<file path="src/rtl/pc_pkg.sv">
// pc_pkg: shared action encoding and default widths for the program counter with return-address stack.
package pc_pkg;
  localparam int PC_AW        = 16;
  localparam int PC_DISP_W    = 8;
  localparam int PC_RAS_DEPTH = 4;
  typedef enum logic [2:0] {
    PC_HOLD = 3'd0,
    PC_INC  = 3'd1,
    PC_BR   = 3'd2,
    PC_JMP  = 3'd3,
    PC_CALL = 3'd4,
    PC_RET  = 3'd5
  } pc_act_e;
endpackage

</file>
<file path="src/rtl/pc_ras.sv">
// pc_ras: LIFO return-address stack with count; PC_RAS_CIRC_EN makes a push while full overwrite the oldest entry.
module pc_ras
  import pc_pkg::*;
#(
  parameter int AW    = PC_AW,
  parameter int DEPTH = PC_RAS_DEPTH
) (
  input  logic          clk,
  input  logic          reset,
  input  logic          push,
  input  logic          pop,
  input  logic [AW-1:0] push_data,
  output logic [AW-1:0] top,
  output logic          empty,
  output logic          full
);
  localparam int PW = $clog2(DEPTH);
  localparam int CW = $clog2(DEPTH + 1);
  logic [AW-1:0] stk [DEPTH];
  logic [PW-1:0] wp;
  logic [PW-1:0] rp;
  logic [CW-1:0] cnt;
  logic          pop_ok;
  logic          wr_ok;
  assign empty  = cnt == '0;
  assign full   = cnt == CW'(DEPTH);
  assign rp     = wp - PW'(1);
  assign top    = stk[rp];
  assign pop_ok = pop & ~empty;
`ifdef PC_RAS_CIRC_EN
  // Write pointer wraps, so a push while full lands on the oldest slot.
  assign wr_ok  = push & ~pop_ok;
`else
  assign wr_ok  = push & ~pop_ok & ~full;
`endif
  always_ff @(posedge clk or negedge reset)
    if (!reset) begin
      wp  <= '0;
      cnt <= '0;
    end else if (pop_ok) begin
      wp  <= rp;
      cnt <= cnt - CW'(1);
    end else if (wr_ok) begin
      wp  <= wp + PW'(1);
      cnt <= full ? cnt : cnt + CW'(1);
    end
  always_ff @(posedge clk)
    if (reset && wr_ok) stk[wp] <= push_data;
endmodule

</file>
<file path="src/rtl/pc_ras_seq.sv">
// pc_ras_seq: fetch-stage PC with relative branch, jump, call/return over a hardware RAS and sticky stack faults.
// Define PC_RAS_CIRC_EN for a circular return-address stack.
module pc_ras_seq
  import pc_pkg::*;
#(
  parameter int            AW        = PC_AW,
  parameter int            DISP_W    = PC_DISP_W,
  parameter int            RAS_DEPTH = PC_RAS_DEPTH,
  parameter logic [AW-1:0] RESET_PC  = '0
) (
  input  logic              clk,
  input  logic              reset,
  input  logic              pc_en,
  input  logic              br_en,
  input  logic [DISP_W-1:0] br_disp,
  input  logic              jmp_en,
  input  logic              call_en,
  input  logic              ret_en,
  input  logic [AW-1:0]     jmp_addr,
  input  logic              err_clr,
  output logic [AW-1:0]     pc,
  output logic              ras_empty,
  output logic              ras_full,
  output logic              ras_ovf,
  output logic              ras_unf
);
  pc_act_e       act;
  logic [AW-1:0] pc_inc;
  logic [AW-1:0] disp_ext;
  logic [AW-1:0] ras_top;
  logic [AW-1:0] pc_nxt;
  logic          ovf_set;
  logic          unf_set;
  assign pc_inc   = pc + AW'(1);
  assign disp_ext = AW'($signed(br_disp));
  always_comb begin
    act     = !pc_en ? PC_HOLD : ret_en ? PC_RET : call_en ? PC_CALL :
              jmp_en ? PC_JMP : br_en ? PC_BR : PC_INC;
    pc_nxt  = act == PC_RET  ? (ras_empty ? pc_inc : ras_top) :
              act == PC_CALL || act == PC_JMP ? jmp_addr :
              act == PC_BR   ? pc + disp_ext :
              act == PC_INC  ? pc_inc : pc;
    ovf_set = act == PC_CALL && ras_full;
    unf_set = act == PC_RET && ras_empty;
  end
  pc_ras #(.AW(AW), .DEPTH(RAS_DEPTH)) u_ras (
    .clk      (clk),
    .reset    (reset),
    .push     (act == PC_CALL),
    .pop      (act == PC_RET),
    .push_data(pc_inc),
    .top      (ras_top),
    .empty    (ras_empty),
    .full     (ras_full)
  );
  // A fault arriving with err_clr stays visible.
  always_ff @(posedge clk or negedge reset)
    if (!reset) begin
      pc      <= RESET_PC;
      ras_ovf <= 1'b0;
      ras_unf <= 1'b0;
    end else begin
      pc      <= pc_nxt;
      ras_ovf <= ovf_set | (ras_ovf & ~err_clr);
      ras_unf <= unf_set | (ras_unf & ~err_clr);
    end
endmodule

</file>
<file path="config.mk">
export PLATFORM = sky130hd
export DESIGN_NAME = pc_ras_seq
export DESIGN_NICKNAME = d
export VERILOG_FILES = /design/src/rtl/pc_pkg.sv /design/src/rtl/pc_ras.sv /design/src/rtl/pc_ras_seq.sv
export SDC_FILE = /design/constraint.sdc
export NUM_CORES = 1
export LEC_CHECK = 0
export ABC_AREA = 0
export CAP_MARGIN = 20
export CORE_MARGIN = 4
export CORE_UTILIZATION = 58
export DETAILED_ROUTE_END_ITERATION = 7
export PLACE_DENSITY = 0.83
export SYNTH_ARGS = -nofsm -noshare
export SYNTH_HDL_FRONTEND = slang
export SYNTH_HIERARCHICAL = 1
export SYNTH_SLANG_ARGS = --single-unit
export TNS_END_PERCENT = 30
</file>
<file path="constraint.sdc">
create_clock -name clk -period 3.7 [get_ports clk]
set_clock_uncertainty 0.2 [all_clocks]
set_input_delay 0.74 -clock clk [delete_from_list [all_inputs] [get_ports clk]]
set_output_delay 0.74 -clock clk [all_outputs]
set_load 0.01 [all_outputs]
</file>
==> impl_results.md, run 1 <==
* Initial antenna violation count at 0
* Worst slack, placed at 0.207 ns
* CP peak stage delay at 0.63 ns
* Die Area at 0.0106 mm2
* Most common cell in the synthesized netlist: edfxtp_1
* Final HPWL DP at 9.28 mm
* Max Cap Viol at 0
* Area Growth Syn to Fin at 16.6%
* Boundary Pins at 52
* Crit-path cells: clkdlybuf4s50_1 -> ha_1 -> a21oi_1 -> nand3b_1 -> a21o_1 -> and2_1 -> a2111oi_0 -> a311o_1
* Routability congestion estimate from global placement at 1.00
* Reg-to-reg endpoint: pc[12]
* Crit path capture type: flop
* Yosys top cell by area: edfxtp_1
* Root Buffer: clkbuf_8
* Remaining Overflow, GRT at 0
* Setup TNS at 0 ns
* Hold WS at 0.331 ns
* Vias post-DR at 4132
* Placed Cells at 608
* Largest net degree at the start of global routing at 29
* Pwr Total at 4.60 mW
* Synth warnings at 6
* Slew @ Worst Pin at 0.833 ns
* TritonCTS clock tree: yes
* Number of synthesized flops with an enable pin at 64
* Clock sink total at 87
* Dpl cell area at 0.00587 mm2
* Final wirelength at 12.9 mm
* Multiplexer area fraction after synthesis at 0.0817
* Detail Route Antenna Nets at 0
* Top-area cell type share of the netlist area at 0.369
* Syn Inst Count at 456
* Critical Path Fanout Max at 11
* Htree depth at 3
* Period utilization at 0.851
* Simple-Gate Fraction of Synth Area at 0.125
* Min Clock Period, post-route at 3.15 ns
* R2R setup slack at 0.75 ns
* Post-CTS Hold Buffers at 0
* Leakage power total at 2.20 nW
* Via-per-instance ratio at 6.62
* Total GRT Usage at 0.260
* Fmax at 317 MHz
* Synth Area in Adders at 0.0558
* Final count of negative-setup-slack endpoints at 0
* Final Util at 0.696
* Final hold viol count at 0
* Iter 0 DRT Violations at 385
* Critical path's slowest cell: clkdlybuf4s50_1
* Drt pass-1 iters at 5
* Die width at 103 um
* WP data required at 3.81 ns
* Post-synthesis sequential area ratio at 0.480
* Buf/Inv on CP at 1
* Design area at 0.00607 mm2
* Syn nets at 510
* Setup bufs post-CTS at 0
* CP arrival at 3.26 ns
* Yosys cell types at 74
* Post_cts resized at 0
* Synthesized flop and latch total at 87
* Rows at 34
* Final WS setup at 0.550 ns
* Primary FF master, synth: edfxtp_1
* Top cells by count, synth: edfxtp_1 (64), nand2_1 (33), o21ai_0 (32)
* Critical path endpoint: pc[12]
* Share of layout cells above drive strength 1 at 0.130
* Synthesized area at 0.00520 mm2
* Die height at 103 um
* Final std cells w/o fill at 624
* Hold Path Class: flop to flop
* Power Density at 758 mW/mm2
* Clock Path Buffers at 2
* Reg-to-reg startpoint: pc[0]
* Synth Area in XOR/XNOR at 0.0418
* Worst Reg2Reg Path Length in Cells at 8
* Largest delay share family, worst path: compound AO/OA/AOI/OAI gates
* Largest family of logic cells by synthesized area: compound AO/OA/AOI/OAI gates
* Worst path depth at 8
* Initial Util at 0.597
* Fillcell total at 633
* RSZ-0062 raised after global routing: no
* Top post-synthesis cells by area: edfxtp_1 (37%), dfrtp_1 (11%), mux4_2 (6.9%), ha_1 (4.8%), o21ai_0 (3.1%)
* Residual DRC at 0
* Avg Cell Area, Syn at 11.4 um2
* Compound-cell area share of the yosys netlist at 0.177
* Clk slew on worst S/H paths at 0.10 ns
* Status: complete, no violations
* Critical path class: input port to flop
* Async SR Flop Fraction at 0.264
* I/O Buffers at 51
* # diodes at 0
* Core area at 0.00872 mm2
* Slew Viols, Final at 0
* Wire per inst at 20.7 um
* Total CTS buffers at 9
* Crit start category: input port
* Vias in the first global route at 4054
* Peak supply drop at 0.381 mV
* Nets at 565
* Clock Latency Late Sink at 0.36 ns
* Max-slew headroom at 0.445
* Setup crit start: br_disp[7]
* First-pass GRT wire length at 20.9 mm
==> cell families (layout without fill, tap and decap cells) <==
family	Yosys count	in the layout
AO/OA/AOI/OAI	138	138
XOR/XNOR	24	24
buffers and inverters	45	105
adder cells (fa/ha/maj)	22	22
multiplexers	22	22
AND/OR/NAND/NOR	118	118
flip-flops	87	87
==> worst min-delay path by stage <==
stage | start | end | slack, ns | depth (start not counted)
after CTS | ras_unf | ras_unf | 0.33 | 1
after global routing | ras_unf | ras_unf | 0.36 | 1
final | ras_unf | ras_unf | 0.33 | 1
after global placement | ras_ovf | ras_ovf | 0.29 | 1
after floorplan | reset | pc[0] | 0.24 | 0
after detailed placement | ras_unf | ras_unf | 0.31 | 1
==> cell usage in the layout, fill, tap and decap left out, types with 6 or more instances in the layout <==
master	instances
nand2_1	33
o21a_1	6
clkbuf_8	9
o211ai_1	11
ha_1	20
dfrtp_1	23
and2_1	7
a31oi_1	7
nand3_1	7
mux4_2	16
xnor2_1	11
inv_1	22
a21oi_1	30
edfxtp_1	64
nor2_1	22
buf_4	14
o21ai_0	32
nor3_1	9
nand4_1	7
clkdlybuf4s50_1	51
xor2_1	12
==> final cells by class <==
type                            instances  area (um2)  share of cell area
Clock inverter                          7        80.1              0.0132
Multi-Input combinational cell        324        2510               0.414
Tap cell                              108         135              0.0223
Clock buffer                            9         124              0.0204
Sequential cell                        87        2500               0.411
Timing Repair Buffer                   66         636               0.105
Inverter                               23        86.3              0.0142
==> worst reg2reg max path: stages, from the launching register on <==
cell       delay [ns]
dfrtp_1          0.56
ha_1             0.31
fa_1             0.40
a21oi_1          0.22
o21ai_0          0.15
a21o_1           0.23
and2_1           0.21
a2111oi_0        0.45
a311o_1          0.17
==> metal layers <==
metal | share of wire | routed length (um) | vias up | GRT usage
li1 | - | - | 1864 | -
met1 | 0.41 | 5300 | 2012 | 0.365
met2 | 0.48 | 6160 | 223 | 0.423
met3 | 0.092 | 1190 | 33 | 0.0426
met4 | 0.020 | 261 | 0 | 0.0747
met5 | 0 | 0 | - | 0
==> power breakdown <==
| part | internal (mW) | switching (mW) | total [mW] |
|---|---|---|---|
| clock | 0.267 | 0.387 | 0.654 |
| sequential | 1.31 | 0.276 | 1.59 |
| combinational | 1.07 | 1.30 | 2.36 |
==> state kept, by name, summed over array words and instances, names as in the netlist <==
name,cells
u_ras/stk,64
pc,16
u_ras/cnt,3
u_ras/wp,2
ras_ovf,1
ras_unf,1
No activity file was read; power rests on OpenSTA's default activity.
==> inputs of run 2 (changes only) <==
CORE_UTILIZATION = 59   (was 58)
CTS_BUF_LIST = sky130_fd_sc_hd__clkbuf_2   (was default)
PLACE_DENSITY = 0.84   (was 0.83)
==> impl_results.md, run 2 (synthesized netlist as in run 1, its figures left out) <==
* Initial Util at 0.603 (was 0.597)
* Largest register FFs at 64 (unchanged)
* Vias in the first global route at 4157 (was 4054)
* Detail Route Antenna Nets at 0 (unchanged)
* Final std cells w/o fill at 628 (was 624)
* Slew Viols, Final at 0 (unchanged)
* Boundary Pins at 52 (unchanged)
* Drt pass-1 iters at 5 (unchanged)
* CP peak stage delay at 0.45 ns (was 0.63 ns)
* Setup TNS at 0 ns (unchanged)
* Max-slew headroom at 0.430 (was 0.445)
* Core area at 0.00864 mm2 (was 0.00872 mm2)
* Total GRT Usage at 0.273 (was 0.260)
* Crit start category: flop (was input port)
* WP data required at 4.02 ns (was 3.81 ns)
* Slew @ Worst Pin at 0.855 ns (was 0.833 ns)
* Most frequent cells in the layout: edfxtp_1 (64), clkdlybuf4s50_1 (51), nand2_1 (33), o21ai_0 (32), a21oi_1 (30) (unchanged)
* Final HPWL DP at 9.73 mm (was 9.28 mm)
* Root Buffer: clkbuf_2 (was clkbuf_8)
* Hold Path Class: input port to async pin (was flop to flop)
* Crit-path cells: buf_4 -> ha_1 -> fa_1 -> a21oi_1 -> o21ai_0 -> a21o_1 -> and2_1 -> a2111oi_0 -> a311o_1 (was clkdlybuf4s50_1 -> ha_1 -> a21oi_1 -> nand3b_1 -> a21o_1 -> and2_1 -> a2111oi_0 -> a311o_1)
* Nets at 569 (was 565)
* Status: complete, no violations (unchanged)
* # diodes at 0 (unchanged)
* I/O Buffers at 51 (unchanged)
* Post_cts resized at 0 (unchanged)
* Iter 0 DRT Violations at 338 (was 385)
* Clock Path Buffers at 2 (unchanged)
* Worst Reg2Reg Path Length in Cells at 9 (was 8)
* Htree depth at 3 (unchanged)
* TritonCTS clock tree: yes (unchanged)
* Commonest non-fill, non-tap cell in the layout: edfxtp_1 (unchanged)
* Die Area at 0.0104 mm2 (was 0.0106 mm2)
* Final wirelength at 13.4 mm (was 12.9 mm)
* Largest net degree at the start of global routing at 29 (unchanged)
* Final Util at 0.697 (was 0.696)
* R2R setup slack at 0.69 ns (was 0.75 ns)
* Peak supply drop at 0.432 mV (was 0.381 mV)
* Share of layout cells above drive strength 1 at 0.137 (was 0.130)
* Rows at 34 (unchanged)
* Area Growth Syn to Fin at 15.7% (was 16.6%)
* Top Registers: u_ras/stk x64, pc x16, u_ras/cnt x3 (unchanged)
* Final hold viol count at 0 (unchanged)
* Largest Register: u_ras/stk (unchanged)
* Placed Cells at 612 (was 608)
* Die width at 102 um (was 103 um)
* Leakage power total at 2.20 nW (about the same)
* Remaining Overflow, GRT at 0 (unchanged)
* Power Density at 748 mW/mm2 (was 758 mW/mm2)
* Clock Latency Late Sink at 0.58 ns (was 0.36 ns)
* Crit path capture type: flop (unchanged)
* Final count of negative-setup-slack endpoints at 0 (unchanged)
* Wire per inst at 21.4 um (was 20.7 um)
* Critical path class: flop to flop (was input port to flop)
* First-pass GRT wire length at 21.6 mm (was 20.9 mm)
* RSZ-0062 raised after global routing: no (unchanged)
* Fmax at 333 MHz (was 317 MHz)
* Max Cap Viol at 0 (unchanged)
* Largest delay share family, worst path: compound AO/OA/AOI/OAI gates (unchanged)
* Total CTS buffers at 9 (unchanged)
* Vias post-DR at 4145 (was 4132)
* Routability congestion estimate from global placement at 0.967 (was 1.00)
* Setup bufs post-CTS at 0 (unchanged)
* Reg-to-reg endpoint: pc[12] (unchanged)
* Reg-to-reg startpoint: pc[0] (unchanged)
* Period utilization at 0.812 (was 0.851)
* Critical Path Fanout Max at 11 (unchanged)
* Initial antenna violation count at 0 (unchanged)
* Clk slew on worst S/H paths at 0.31 ns (was 0.10 ns)
* Residual DRC at 0 (unchanged)
* Min Clock Period, post-route at 3.01 ns (was 3.15 ns)
* Critical path's slowest cell: a2111oi_0 (was clkdlybuf4s50_1)
* CP arrival at 3.33 ns (was 3.26 ns)
* Post-CTS Hold Buffers at 0 (unchanged)
* Hold WS at 0.290 ns (was 0.331 ns)
* Clock sink total at 87 (unchanged)
* Buf/Inv on CP at 1 (unchanged)
* Die height at 102 um (was 103 um)
* Via-per-instance ratio at 6.60 (was 6.62)
## run 2: cell count changes in the layout (fill, tap and decap cells not counted)
cell	previous run	this run
clkbuf_8	9	0
buf_12	1	0
inv_8	2	1
clkinv_8	2	4
buf_4	14	19
clkinvlp_4	1	0
clkbuf_2	0	9
## run 2: layout make-up
cell class / instances / area (um2)
sequential: 87 / 2500
tap: 108 / 135
timing repair buffer: 70 / 653
clock inverter: 7 / 93.8
clock buffer: 9 / 45.0
multi-input combinational: 324 / 2510
fill: 632 / 2610
inverter: 23 / 86.3
## run 2: worst register-to-register path, delay by kind of cell (launching register included)
family | cells | cell delay, ns
buffers and inverters | 1 | 0.18
flip-flops | 1 | 0.43
adder cells (fa/ha/maj) | 2 | 0.66
AO/OA/AOI/OAI | 5 | 1.31
AND/OR/NAND/NOR | 1 | 0.21
## run 2: power breakdown
group,internal [mW],switching (mW),leakage (nW),total (mW)
registers,1.31,0.258,0.854,1.57
clock network,0.120,0.393,0.0792,0.514
logic,1.08,1.35,1.26,2.42
## run 2: worst max path at each step
stage,start,to,depth (start not counted)
floorplan,pc_en,u_ras/cnt[2],7
global placement,br_disp[7],pc[15],8
detailed placement,br_disp[7],pc[15],8
CTS,u_ras/cnt[1],ras_full,2
global route,pc[0],pc[12],9
finish,pc[0],pc[12],9
## run 2: metrics by stage
stage / worst slack, ns / area (um2) / power (mW)
2_1_floorplan: 0.706 / 5200 / 3.20
5_1_grt: 0.516 / 6020 / 4.80
6_report: 0.694 / 6020 / 4.50
3_3_place_gp: 0.309 / 5880 / 3.88
3_5_place_dp: 0.159 / 5880 / 3.98
4_1_cts: 0.701 / 6020 / 4.49
## run 2: routing by layer
metal,vias to the layer above,track usage,share of wire
met5,-,0,0
li1,1878,-,-
met1,1979,0.385,0.40
met4,0,0.0908,0.029
met3,49,0.0539,0.092
met2,239,0.430,0.48
